**src/rtl/dbus_req_buffer_if.sv**
```systemverilog
// dbus_req_buffer_if: dbus request/response types and the handshake bundle between pipeline, buffer and cache.
package dbus_pkg;
    typedef logic [2:0] msize_t;
    localparam msize_t MSIZE1 = 3'd0;
    localparam msize_t MSIZE2 = 3'd1;
    localparam msize_t MSIZE4 = 3'd2;

    typedef struct packed {
        logic        valid;
        logic [31:0] addr;
        msize_t      size;
        logic [3:0]  strobe;
        logic [31:0] data;
    } dbus_req_t;

    typedef struct packed {
        logic        addr_ok;
        logic        data_ok;
        logic [31:0] data;
    } dbus_resp_t;
endpackage

interface dbus_req_buffer_if;
    import dbus_pkg::*;
    dbus_req_t  req;
    dbus_resp_t resp;
    modport master (output req, input resp);
    modport slave  (input req, output resp);
endinterface

```
**src/rtl/dbus_req_buffer.sv**
```systemverilog
// dbus_req_buffer: registered dbus request buffer with in-order response return and flush kill tracking.
// Optional DBUS_REQ_BYPASS_EN drives an idle-cycle request straight onto the cache port.
module dbus_req_buffer
    import dbus_pkg::*;
#(
    parameter int DEPTH = 2,
    localparam int CNT_W = $clog2(DEPTH + 1)
) (
    input  logic                     clk,
    input  logic                     resetn,
    input  logic                     flush,
    dbus_req_buffer_if.slave         m,
    dbus_req_buffer_if.master        c,
    output logic                     busy
);
    logic             req_v;
    dbus_req_t        req_q;
    logic [CNT_W-1:0] out_cnt, kill_cnt, pend, inc, cnt_next, kill_next;
    logic             data_ok, issue_q, byp_issue, issue, room, accept, load;

    assign data_ok = c.resp.data_ok;
    assign issue_q = req_v && c.resp.addr_ok;
    assign pend    = out_cnt + CNT_W'(req_v);
    assign room    = pend < CNT_W'(DEPTH) || (pend == CNT_W'(DEPTH) && data_ok);
    assign accept  = resetn && m.req.valid && (!req_v || issue_q) && room && !flush;

`ifdef DBUS_REQ_BYPASS_EN
    logic byp;
    assign byp       = !req_v && out_cnt < CNT_W'(DEPTH) && !flush;
    assign byp_issue = byp && accept && c.resp.addr_ok;
    always_comb begin
        c.req       = byp ? m.req : req_q;
        c.req.valid = resetn && (byp ? m.req.valid : req_v);
    end
`else
    assign byp_issue = 1'b0;
    always_comb begin
        c.req       = req_q;
        c.req.valid = req_v;
    end
`endif

    assign issue = issue_q || byp_issue;
    assign load  = accept && !byp_issue;

    // a stray data_ok with nothing outstanding saturates at zero
    assign inc       = out_cnt + CNT_W'(issue);
    assign cnt_next  = inc - CNT_W'(data_ok && inc != '0);
    assign kill_next = flush ? cnt_next : kill_cnt - CNT_W'(data_ok && kill_cnt != '0);

    always_comb begin
        m.resp.addr_ok = accept;
        m.resp.data_ok = resetn && data_ok && kill_cnt == '0 && !flush;
        m.resp.data    = resetn ? c.resp.data : '0;
    end

    assign busy = req_v || out_cnt != '0;

    always_ff @(posedge clk or negedge resetn) begin
        if (!resetn) begin
            req_v    <= 1'b0;
            req_q    <= '0;
            out_cnt  <= '0;
            kill_cnt <= '0;
        end else begin
            req_v    <= load || (req_v && !issue_q && !flush);
            out_cnt  <= cnt_next;
            kill_cnt <= kill_next;
            if (load) req_q <= m.req;
        end
    end

    always_ff @(posedge clk) begin
        if (resetn) assert (!(data_ok && out_cnt == '0 && !issue));
    end
endmodule

```
**src/flat_wrapper.sv**
```systemverilog
// flat-port wrapper written by rule: the top's interface ports become plain ports
module dbus_req_buffer_flat import dbus_pkg::*;
#(
    parameter int DEPTH = 2,
    localparam int CNT_W = $clog2(DEPTH + 1)
)
  (clk, resetn, flush, busy, m_req, m_resp, c_req, c_resp);
  dbus_req_buffer_if m_i ();
  dbus_req_buffer_if c_i ();
  input  logic clk;
  input  logic resetn;
  input  logic flush;
  output logic busy;
  input wire logic [$bits(m_i.req)-1:0] m_req;
  output wire logic [$bits(m_i.resp)-1:0] m_resp;
  output wire logic [$bits(c_i.req)-1:0] c_req;
  input wire logic [$bits(c_i.resp)-1:0] c_resp;
  assign m_i.req = m_req;
  assign m_resp = m_i.resp;
  assign c_req = c_i.req;
  assign c_i.resp = c_resp;
  dbus_req_buffer #(.DEPTH(DEPTH)) u_core (.clk(clk), .resetn(resetn), .flush(flush), .m(m_i), .c(c_i), .busy(busy));
endmodule
```
**config.mk**
```make
export PLATFORM = sky130hd
export DESIGN_NAME = dbus_req_buffer_flat
export DESIGN_NICKNAME = d
export VERILOG_FILES = /design/src/rtl/dbus_req_buffer_if.sv /design/src/rtl/dbus_req_buffer.sv /design/src/flat_wrapper.sv
export SDC_FILE = /design/constraint.sdc
export NUM_CORES = 1
export LEC_CHECK = 0
export ABC_AREA = 1
export CORE_MARGIN = 2
export CORE_UTILIZATION = 37
export DETAILED_ROUTE_END_ITERATION = 16
export GPL_TIMING_DRIVEN = 1
export PLACE_DENSITY = 0.88
export SYNTH_ARGS = -nofsm -noshare
export SYNTH_HDL_FRONTEND = slang
export SYNTH_SLANG_ARGS = --single-unit
```
**constraint.sdc**
```tcl
create_clock -name clk -period 2.3 [get_ports clk]
set_input_delay 0.575 -clock clk [delete_from_list [all_inputs] [get_ports clk]]
set_output_delay 0.575 -clock clk [all_outputs]
set_load 0.005 [all_outputs]
```
==> impl_results.md <==
* CP top delay family: buffers and inverters
* Max-cap violations at 0
* Status: complete, no violations
* PortBufs at 215
* Clock Path Buffers at 2
* Proportion of power drawn by the clock network at between 10% and 20%
* Leakage dissipation at just over 3 nW
* Syn Area/Cell at 8.123 um^2
* XOR/XNOR share of the synthesized area at less than 1%
* Syn nets at 540
* FMAX at roughly 0.45 GHz
* Clock Sinks at 76
* Part of the cycle the worst path needs at a little over nine tenths
* Routed Antenna Nets at 0
* CP Launch Type: input pin
* Largest net degree at the start of global routing at 73
* Crit end category: output pin
* Cts bufs inserted at 9
* Skew-Pair Late Insertion Delay at approximately 340 ps
* Flops & latches, synth at between 70 and 80
* First-pass GRT wire length at around 17,000 um
* Drc violations at 0
* Initial Util at a little under two fifths
* Final min period at between 2000 and 2500 ps
* Std cell rows at 35
* Largest family of logic cells by synthesized area: simple AND/OR/NAND/NOR gates
* Hold Path Class: in -> async
* Clock transition at the registers of the reported paths at ~70 ps
* Post-synthesis adder-cell area fraction at under 10%
* Worst-Margin Slew at 726.5 ps
* Share of cells above drive strength 1 at between 6 and 7%
* CP Cell Sequence: clkdlybuf4s50_1, nor2_4, nor2_8, nand2_4, inv_2, dlygate4sd2_1
* Synth Area in Simple Gates at about a third
* Die area at a little over 10,000 um^2
* Synth-to-layout area growth at 71.07%
* R2R setup slack at 320 ps
* WP buf/inv at 3
* Switch Pwr at ~2.0 mW
* Flop pwr share at 37.7%
* Layout fillers at roughly 770
* Routed len/inst at around 14 um
* Yosys cell types at 19
* Total grt overflow at 0
* DRT Pass-1 Iters at 6
* Clk_skew at ~10 ps
* Max-slew violations at 0
* Slowest stage cell on the critical path: clkdlybuf4s50_1
* CP required at 1730 ps
* Layout Nets at 753
* Switching Fraction at 32.21%
* Setup CP Type: in -> out
* Vias in the first global route at 3,638
* Final Setup Violations at 0
* Tot Pwr at 6.229 mW
* Tot GR Track Use at between 20% and 30%
* Slowest stage delay, CP at 460 ps
* Fraction of the mapped netlist area in compound gates at less than 1%
* Via/cell ratio at between 4 and 5
* Fin. Hold Viols at 0
* Post-Syn Instances at 427
* Clk root buf: clkbuf_8
* Multiplexer share of the synthesized area at 0%
* VDD IR-drop max at between 0.6 and 0.7 mV
* Yosys warns at 0
* WL final at a little over 10,000 um
* Die Wd at just over 100 um
* Diode count at 0
* Num ports at roughly 220
* Relative slew slack at a little over 50%
* Die height at between 100 and 150 um
* Critical-path maximum fanout at 2
* Internal Power at 4.223 mW
* Total power divided by cell area at ~1000 nW/um^2
* Sequential fraction of the synthesis area at 54.83%
* Combinational power share at around 44%
* DP HPWL at approximately 7600 um
* Initial DRC count at 161
* Initial antenna violation count at 0
* CTS tree: built
* Hold buffer count at CTS at 0
* CP arrival at roughly 1700 ps
* H-tree Lvls at 3
* WHS at around 230 ps
* Post-synth design cell area at around 3500 um^2
* GP Congestion at ~0.85
* Via count at roughly 3,500
* Area occupied by multi-input gates at approximately 1200 um^2
* Core Area at slightly above 9000 um^2
* Register area at 1902 um^2
[cells in the final DEF (no fill, tap or decap), types with 2 or more instances in the layout]
cell type / instances
dlygate4sd2_1: 3
nand3_1: 73
clkinv_4: 2
clkbuf_8: 10
nor2_1: 4
o21ai_0: 2
dfrtp_1: 76
bufinv_16: 2
nand3_2: 2
nand2_1: 188
inv_1: 41
buf_4: 14
clkdlybuf4s50_1: 210
ha_1: 4
inv_2: 4
[cell families after synthesis]
family          count (synthesis)
simple gates                  272
buf+inv                        72
flops                          76
xor+xnor                        1
fa+ha+maj                       4
compound gates                  2
[routing by layer]
| layer | vias to the layer above | track usage [%] | share of wire, % |
|---|---|---|---|
| met4 | 0 | 6.744 | 1.5 |
| met3 | 14 | 4.508 | 6.2 |
| met2 | 135 | 36.21 | 52 |
| met1 | 1613 | 25.32 | 41 |
| met5 | - | 0 | 0 |
| li1 | 1727 | - | - |
[layout make-up]
class / instances / area share (%)
Sequential cell: 76 / 32.05
Multi-Input combinational cell: 279 / 20.75
Clock inverter: 5 / 1.434
Clock buffer: 11 / 2.383
Timing Repair Buffer: 229 / 38.19
Tap cell: 111 / 2.341
Inverter: 45 / 2.847
[power by group through the flow]
| stage | registers, mW | logic (mW) | clock network [mW] |
|---|---|---|---|
| final | 2.35 | 2.76 | 1.12 |
| after global routing | 2.43 | 3.06 | 1.21 |
| after CTS | 2.35 | 2.77 | 1.16 |
| after detailed placement | 2.36 | 2.77 | 0 |
| after global placement | 2.33 | 2.68 | 0 |
| after floorplan | 2.38 | 0.944 | 0 |
[sequential cells by signal, summed over array words and instances, names as in the netlist]
signal	flops
u_core.req_v	1
u_core.out_cnt	2
u_core.kill_cnt	2
u_core.c.req	71
[path summary, 6_finish.rpt]
path / start / endpoint / cells after the start
min in group clk: u_core.c.req[29]$_DFFE_PN0P_ / u_core.c.req[29]$_DFFE_PN0P_ / 2
setup / recovery: c_resp[33] / m_resp[33] / 6
setup reg to reg: u_core.out_cnt[0]$_DFF_PN0_ / u_core.c.req[48]$_DFFE_PN0P_ / 8
max in group asynchronous: resetn / u_core.c.req[52]$_DFFE_PN0P_ / 2
hold reg to reg: u_core.c.req[29]$_DFFE_PN0P_ / u_core.c.req[29]$_DFFE_PN0P_ / 2
hold / removal: resetn / u_core.c.req[69]$_DFFE_PN0P_ / 2
[synth_stat cells, drive strengths merged]
master / count / area share (%)
nand2: 189 / 21
dfrtp: 76 / 55
nand3: 75 / 11
inv: 45 / 4.9
buf: 17 / 3.9
clkbuf: 10 / 1.1
nor2: 6 / 1.2
ha: 4 / 1.4
o21ai: 2 / 0.29
and2: 1 / 0.18
nand3b: 1 / 0.22
xor2: 1 / 0.25
[through the flow]
| step | area, um^2 | worst slack, ps | instances | util [%] | setup TNS (ps) |
|---|---|---|---|---|---|
| final | 5933 | 73.55 | 756 | 64.83 | 0 |
| after global routing | 5933 | -0.6979 | 756 | 64.83 | -0.6979 |
| after CTS | 5911 | 25.65 | 754 | 64.58 | 0 |
| after detailed placement | 5688 | -212.8 | 738 | 62.15 | -373.9 |
| after global placement | 5688 | -201.7 | 738 | 62.15 | -290.9 |
| after floorplan | 3468 | 339.5 | 427 | - | 0 |
[repair_timing]
action                     in CTS  in global routing
pin swaps                       0                  1
setup endpoints to repair       2                  1
buffers inserted                0                  2
gates resized for setup         3                  2
Note: power is estimated with default switching activity, not from simulation.
